**src/rtl/rvsteel_spi_multi.sv**
```systemverilog
// rvsteel_spi_multi: SPI master with multiple chip selects, runtime mode/rate.
// Define SPI_LSB_FIRST_EN to add the lsb_first port (LSB-first ordering).
module rvsteel_spi_multi #(
   parameter int DATA_WIDTH      = 8,
   parameter int NUM_CS_LINES    = 1,
   parameter int CLOCK_DIV_WIDTH = 8
) (
   input  logic                       clock,
   input  logic                       reset,
   input  logic                       cpol,
   input  logic                       cpha,
   input  logic [CLOCK_DIV_WIDTH-1:0] clk_div,
   input  logic [NUM_CS_LINES-1:0]    cs_mask,
   input  logic                       hold_cs,
`ifdef SPI_LSB_FIRST_EN
   input  logic                       lsb_first,
`endif
   input  logic                       tx_valid,
   output logic                       tx_ready,
   input  logic [DATA_WIDTH-1:0]      tx_data,
   output logic                       rx_valid,
   output logic [DATA_WIDTH-1:0]      rx_data,
   output logic                       busy,
   output logic                       sclk,
   output logic                       pico,
   input  logic                       poci,
   output logic [NUM_CS_LINES-1:0]    cs
);

   localparam int EW = $clog2(2 * DATA_WIDTH);

   typedef enum logic [2:0] {
      IDLE,
      CS_SETUP,
      SHIFT,
      CS_HOLD,
      CS_KEEP
   } state_t;

   state_t                     state;
   logic [CLOCK_DIV_WIDTH-1:0] div_q;
   logic [CLOCK_DIV_WIDTH-1:0] cnt;
   logic [EW-1:0]              edge_cnt;
   logic                       cpol_q;
   logic                       cpha_q;
   logic                       hold_q;
   logic                       lsb_q;
   logic                       lsb_in;
   logic [DATA_WIDTH-1:0]      txd;
   logic [DATA_WIDTH-1:0]      rxs;
   logic                       accept;
   logic                       cnt_done;
   logic                       last_edge;
   logic                       sample_edge;

`ifdef SPI_LSB_FIRST_EN
   assign lsb_in = lsb_first;
`else
   assign lsb_in = 1'b0;
`endif

   assign accept    = tx_valid && tx_ready;
   assign cnt_done  = (cnt == div_q);
   assign last_edge = (edge_cnt == EW'(2 * DATA_WIDTH - 1));
   // even edges lead, odd edges trail; cpha picks which one samples
   assign sample_edge = ~edge_cnt[0] ^ cpha_q;

   function automatic logic head(
      input logic [DATA_WIDTH-1:0] d,
      input logic                  lsb
   );
      return lsb ? d[0] : d[DATA_WIDTH-1];
   endfunction

   function automatic logic [DATA_WIDTH-1:0] advance(
      input logic [DATA_WIDTH-1:0] d,
      input logic                  lsb
   );
      return lsb ? (d >> 1) : (d << 1);
   endfunction

   always_ff @(posedge clock) begin
      if (reset) begin
         state    <= IDLE;
         cs       <= '1;
         sclk     <= 1'b0;
         pico     <= 1'b0;
         tx_ready <= 1'b0;
         rx_valid <= 1'b0;
         rx_data  <= '0;
         busy     <= 1'b0;
         div_q    <= '0;
         cnt      <= '0;
         edge_cnt <= '0;
         cpol_q   <= 1'b0;
         cpha_q   <= 1'b0;
         hold_q   <= 1'b0;
         lsb_q    <= 1'b0;
         txd      <= '0;
         rxs      <= '0;
      end else begin
         rx_valid <= 1'b0;
         if (accept) begin
            cpol_q   <= cpol;
            cpha_q   <= cpha;
            div_q    <= clk_div;
            hold_q   <= hold_cs;
            lsb_q    <= lsb_in;
            sclk     <= cpol;
            cnt      <= '0;
            edge_cnt <= '0;
            tx_ready <= 1'b0;
            busy     <= 1'b1;
         end
         unique case (state)
            IDLE: begin
               sclk <= cpol;
               if (accept) begin
                  txd   <= tx_data;
                  cs    <= ~cs_mask;
                  state <= CS_SETUP;
               end else begin
                  tx_ready <= 1'b1;
               end
            end
            CS_SETUP: begin
               if (cnt_done) begin
                  cnt      <= '0;
                  edge_cnt <= '0;
                  state    <= SHIFT;
                  if (!cpha_q) begin
                     pico <= head(txd, lsb_q);
                     txd  <= advance(txd, lsb_q);
                  end
               end else begin
                  cnt <= cnt + 1'b1;
               end
            end
            SHIFT: begin
               if (cnt_done) begin
                  cnt      <= '0;
                  edge_cnt <= edge_cnt + 1'b1;
                  sclk     <= ~sclk;
                  if (sample_edge) begin
                     rxs <= lsb_q ? {poci, rxs[DATA_WIDTH-1:1]}
                                  : {rxs[DATA_WIDTH-2:0], poci};
                  end else begin
                     pico <= head(txd, lsb_q);
                     txd  <= advance(txd, lsb_q);
                  end
                  if (last_edge) state <= CS_HOLD;
               end else begin
                  cnt <= cnt + 1'b1;
               end
            end
            CS_HOLD: begin
               if (cnt_done) begin
                  cnt      <= '0;
                  rx_valid <= 1'b1;
                  rx_data  <= rxs;
                  tx_ready <= 1'b1;
                  if (hold_q) begin
                     state <= CS_KEEP;
                  end else begin
                     state <= IDLE;
                     cs    <= '1;
                     busy  <= 1'b0;
                  end
               end else begin
                  cnt <= cnt + 1'b1;
               end
            end
            CS_KEEP: begin
               if (accept) begin
                  state <= SHIFT;
                  if (!cpha) begin
                     pico <= head(tx_data, lsb_in);
                     txd  <= advance(tx_data, lsb_in);
                  end else begin
                     txd <= tx_data;
                  end
               end else begin
                  state <= IDLE;
                  cs    <= '1;
                  busy  <= 1'b0;
               end
            end
            default: state <= IDLE;
         endcase
      end
   end

endmodule
```
**config.mk**
```make
export PLATFORM = sky130hd
export DESIGN_NAME = rvsteel_spi_multi
export DESIGN_NICKNAME = d
export VERILOG_FILES = /design/src/rtl/rvsteel_spi_multi.sv
export SDC_FILE = /design/constraint.sdc
export NUM_CORES = 1
export LEC_CHECK = 0
export CAP_MARGIN = 20
export CELL_PAD_IN_SITES_DETAIL_PLACEMENT = 1
export CELL_PAD_IN_SITES_GLOBAL_PLACEMENT = 2
export CORE_UTILIZATION = 34
export CTS_BUF_LIST = sky130_fd_sc_hd__clkbuf_8
export CTS_CLUSTER_SIZE = 28
export DETAILED_ROUTE_END_ITERATION = 10
export PLACE_DENSITY_LB_ADDON = 0.1
export SLEW_MARGIN = 40
export SYNTH_ARGS = -nofsm -noshare
export SYNTH_HDL_FRONTEND = slang
export SYNTH_SLANG_ARGS = --single-unit
```
**constraint.sdc**
```tcl
create_clock -name clock -period 2.2 [get_ports clock]
set_input_delay 0.44 -clock clock [delete_from_list [all_inputs] [get_ports clock]]
set_output_delay 0.44 -clock clock [all_outputs]
set_load 0.03 [all_outputs]
```
==> results of run 1 <==
==> worst max path at each step <==
stage | endpoint | start | cells past startpoint | slack [ps]
final | txd[4] | tx_valid | 6 | 200
after global routing | pico | state[0] | 5 | 100
after floorplan | txd[1] | tx_ready | 5 | 320
after global placement | txd[3] | tx_valid | 6 | -70
after CTS | txd[4] | state[0] | 5 | 130
after detailed placement | txd[4] | tx_valid | 6 | -130
==> report_power, final <==
group	switching, W	total [W]	leakage [nW]	internal [W]
Sequential	0.0000829	0.00117	0.447	0.00109
Combinational	0.000443	0.000790	0.753	0.000347
Clock	0.000365	0.000596	0.0489	0.000232
Total	0.000890	0.00256	1.25	0.00167
==> cell families (layout without fill, tap and decap cells) <==
logic type / Yosys count / count (layout) / share of synthesized area (%)
AND/OR/NAND/NOR: 119 / 119 / 21.95
AO/OA/AOI/OAI: 76 / 76 / 20.55
flip-flops: 55 / 55 / 41.10
buffers and inverters: 22 / 65 / 4.016
multiplexers: 20 / 20 / 7.520
XOR/XNOR: 12 / 12 / 3.923
adder cells (fa/ha/maj): 2 / 2 / 0.9340
==> placed cells by master (no fill, tap or decap), types with 3 or more instances in the layout <==
cell type / n
a21oi_1: 24
a22o_1: 3
nor2_1: 31
nand2_1: 39
a221o_1: 7
nand3_1: 12
buf_4: 15
inv_1: 4
or2_2: 4
xnor2_1: 12
mux2i_1: 19
o221a_1: 7
a31oi_1: 3
clkdlybuf4s50_1: 37
a21o_1: 3
clkbuf_8: 5
nor3_1: 6
dfxtp_1: 55
nand4_1: 4
nand2b_1: 3
o21ai_0: 10
==> layout make-up <==
type | count | area (um^2) | area share [%]
Multi-Input combinational cell | 229 | 1473 | 44.48
Timing Repair Buffer | 53 | 503.0 | 15.19
Clock buffer | 5 | 68.82 | 2.079
Sequential cell | 55 | 1101 | 33.26
Clock inverter | 3 | 22.52 | 0.6803
Tap cell | 102 | 127.6 | 3.855
Inverter | 4 | 15.01 | 0.4535
==> what timing repair did <==
item,in CTS,in global routing
gates resized for setup,0,1
endpoints found under the setup margin,0,5
hold buffers,0,0
==> registers in the layout, indices dropped and copies added, names as in the netlist <==
name and cells:
cs 1, state 3, pico 1, txd 8, rx_valid 1, div_q 8
cnt 8, edge_cnt 4, sclk 1, tx_ready 1, cpha_q 1, rxs 8
busy 1, hold_q 1, rx_data 8
==> through the flow <==
step | cells | total power [W]
finish | 451 | 0.002559
global route | 451 | 0.002701
CTS | 451 | 0.002589
detailed placement | 443 | 0.001987
global placement | 443 | 0.001978
floorplan | 306 | 0.001720
==> layer usage <==
metal | GRT usage, % | routed length (um) | vias up | share of wire, %
met5 | 0 | 0 | - | 0
met4 | 4.973 | 76 | 0 | 1.1
met3 | 2.694 | 162 | 9 | 2.3
met2 | 26.45 | 2965 | 32 | 42
met1 | 26.06 | 3811 | 1147 | 54
li1 | - | - | 1191 | -
==> critical path, stage by stage <==
cell,delay (ps)
clkdlybuf4s50_1,420
and2_1,200
o21ai_1,570
a211oi_2,150
buf_4,190
o221a_1,240
==> impl_metrics.yaml, run 1 <==
status:
  status: "finished, final reports clean"
finish:
  final_nets: 374
  antenna-diode-count: 0
  area_growth_pct: 23.59
  stdcell_area_um2: 3311
  fill_cells: 949
  utilization_pct: 43.07
  drive_gt1_share_pct: 11.17
timing:
  slew_headroom_pct: 53.06
  period_needed_ps: 1997
  tightest_slew_ps: 699.5
  fmax_mhz: 500.7
  setup_violations: 0
  layout_setup_ws_ps: 202.7
  hold_slack_ps: 459.2
  slew_violations: 0
  finalHoldViolCount: 0
  fin_skew_ps: 8.524
  final.period_utilization_pct: 90.79
  fin_setup_tns_ps: 0
  rsz0062_at_grt: "no"
floorplanning:
  die_area_um2: 8238
  ios: 38
  rows: 32
  die_height_um: 90.77
  die_w_um: 90.77
  initial_core_util_pct: 34.85
  placeableCoreArea_um2: 7687
yosys:
  synth_area_um2: 2679
  synth_area_leaders: "dfxtp_1 (41%), mux2i_1 (7.1%), nand2_1 (5.5%)"
  synth-main-ff-cell: "dfxtp_1"
  syn_inst: 306
  synth-edff-count: 0
  netlist.area_leader.share_pct: 41.10
  synth-seq-area-share_pct: 41.10
  yosysWarnings: 0
  synth_top_area_cell: "dfxtp_1"
  synthMostInstantiatedCell: "dfxtp_1"
  synth_cell_types: 57
  synth_fp_nets: 332
  synth_common_cells: "dfxtp_1 (55), nand2_1 (39), nor2_1 (32)"
  async_flop_share_pct: 0
  syn_area_per_cell_um2: 8.754
  ys_ff_latch: 55
cts:
  cts_sinks: 55
  cts_inserted_buffers: 5
  cts_setup_buffers: 0
  root_buffer: "clkbuf_8"
  cts_tree: "built"
  clk_pin_slew_ps: 110
  clockBufferDepth: 2
  htree_levels: 2
  clk_latency_ps: 310
place:
  io_buffers: 37
  pre_cts_ws_ps: -126.7
  gp_congestion: 0.7529
  hpwl_um: 5116
  place_area_um2: 3217
critical_path:
  cp_max_fo: 8
  reg2reg_depth: 5
  critPathKind: "in2reg"
  r2r_start: "state[0]"
  startpoint_type: "primary input"
  required_ps: 2420
  cp-end-kind: "flip-flop"
  ff2ff_setup_slack_ps: 240
  r2r-end: "pico"
  cp.arrival_ps: 2210
worst_hold_path:
  whs_path_depth: 2
  min_path_type: "reg2reg"
  holdPathEnd: "pico"
  worstHoldStart: "pico"
global_routing:
  grt-ovfl-total: 0
  grt_usage_pct: 17.70
  grt_antenna_before_repair: 0
  grt_pass1_vias: 2330
  grt_max_degree: 42
  grt_pass1_wl_um: 11700
detailed_routing:
  drtIter0Drc: 107
  drcViolationCount: 0
  viasPerCell: 5.275
  num_vias: 2379
  ant_nets: 0
  avgRoutedWirePerCell_um: 15.55
  drt_wl_total_um: 7015
  dr.pass1.iters: 5
run:
  drv_cap: 0
pwr:
  p_leak_nw: 1.249
  ir_drop_v: 0.0002368
  p_per_area_nw_per_um2: 773.0
Power figures use the tool's default switching activity.
==> inputs of run 2 (changes only) <==
Settings changed: HOLD_SLACK_MARGIN set to 0.03.
==> results of run 2 <==
Final layout, timing and power as in run 1 (identical DEF).
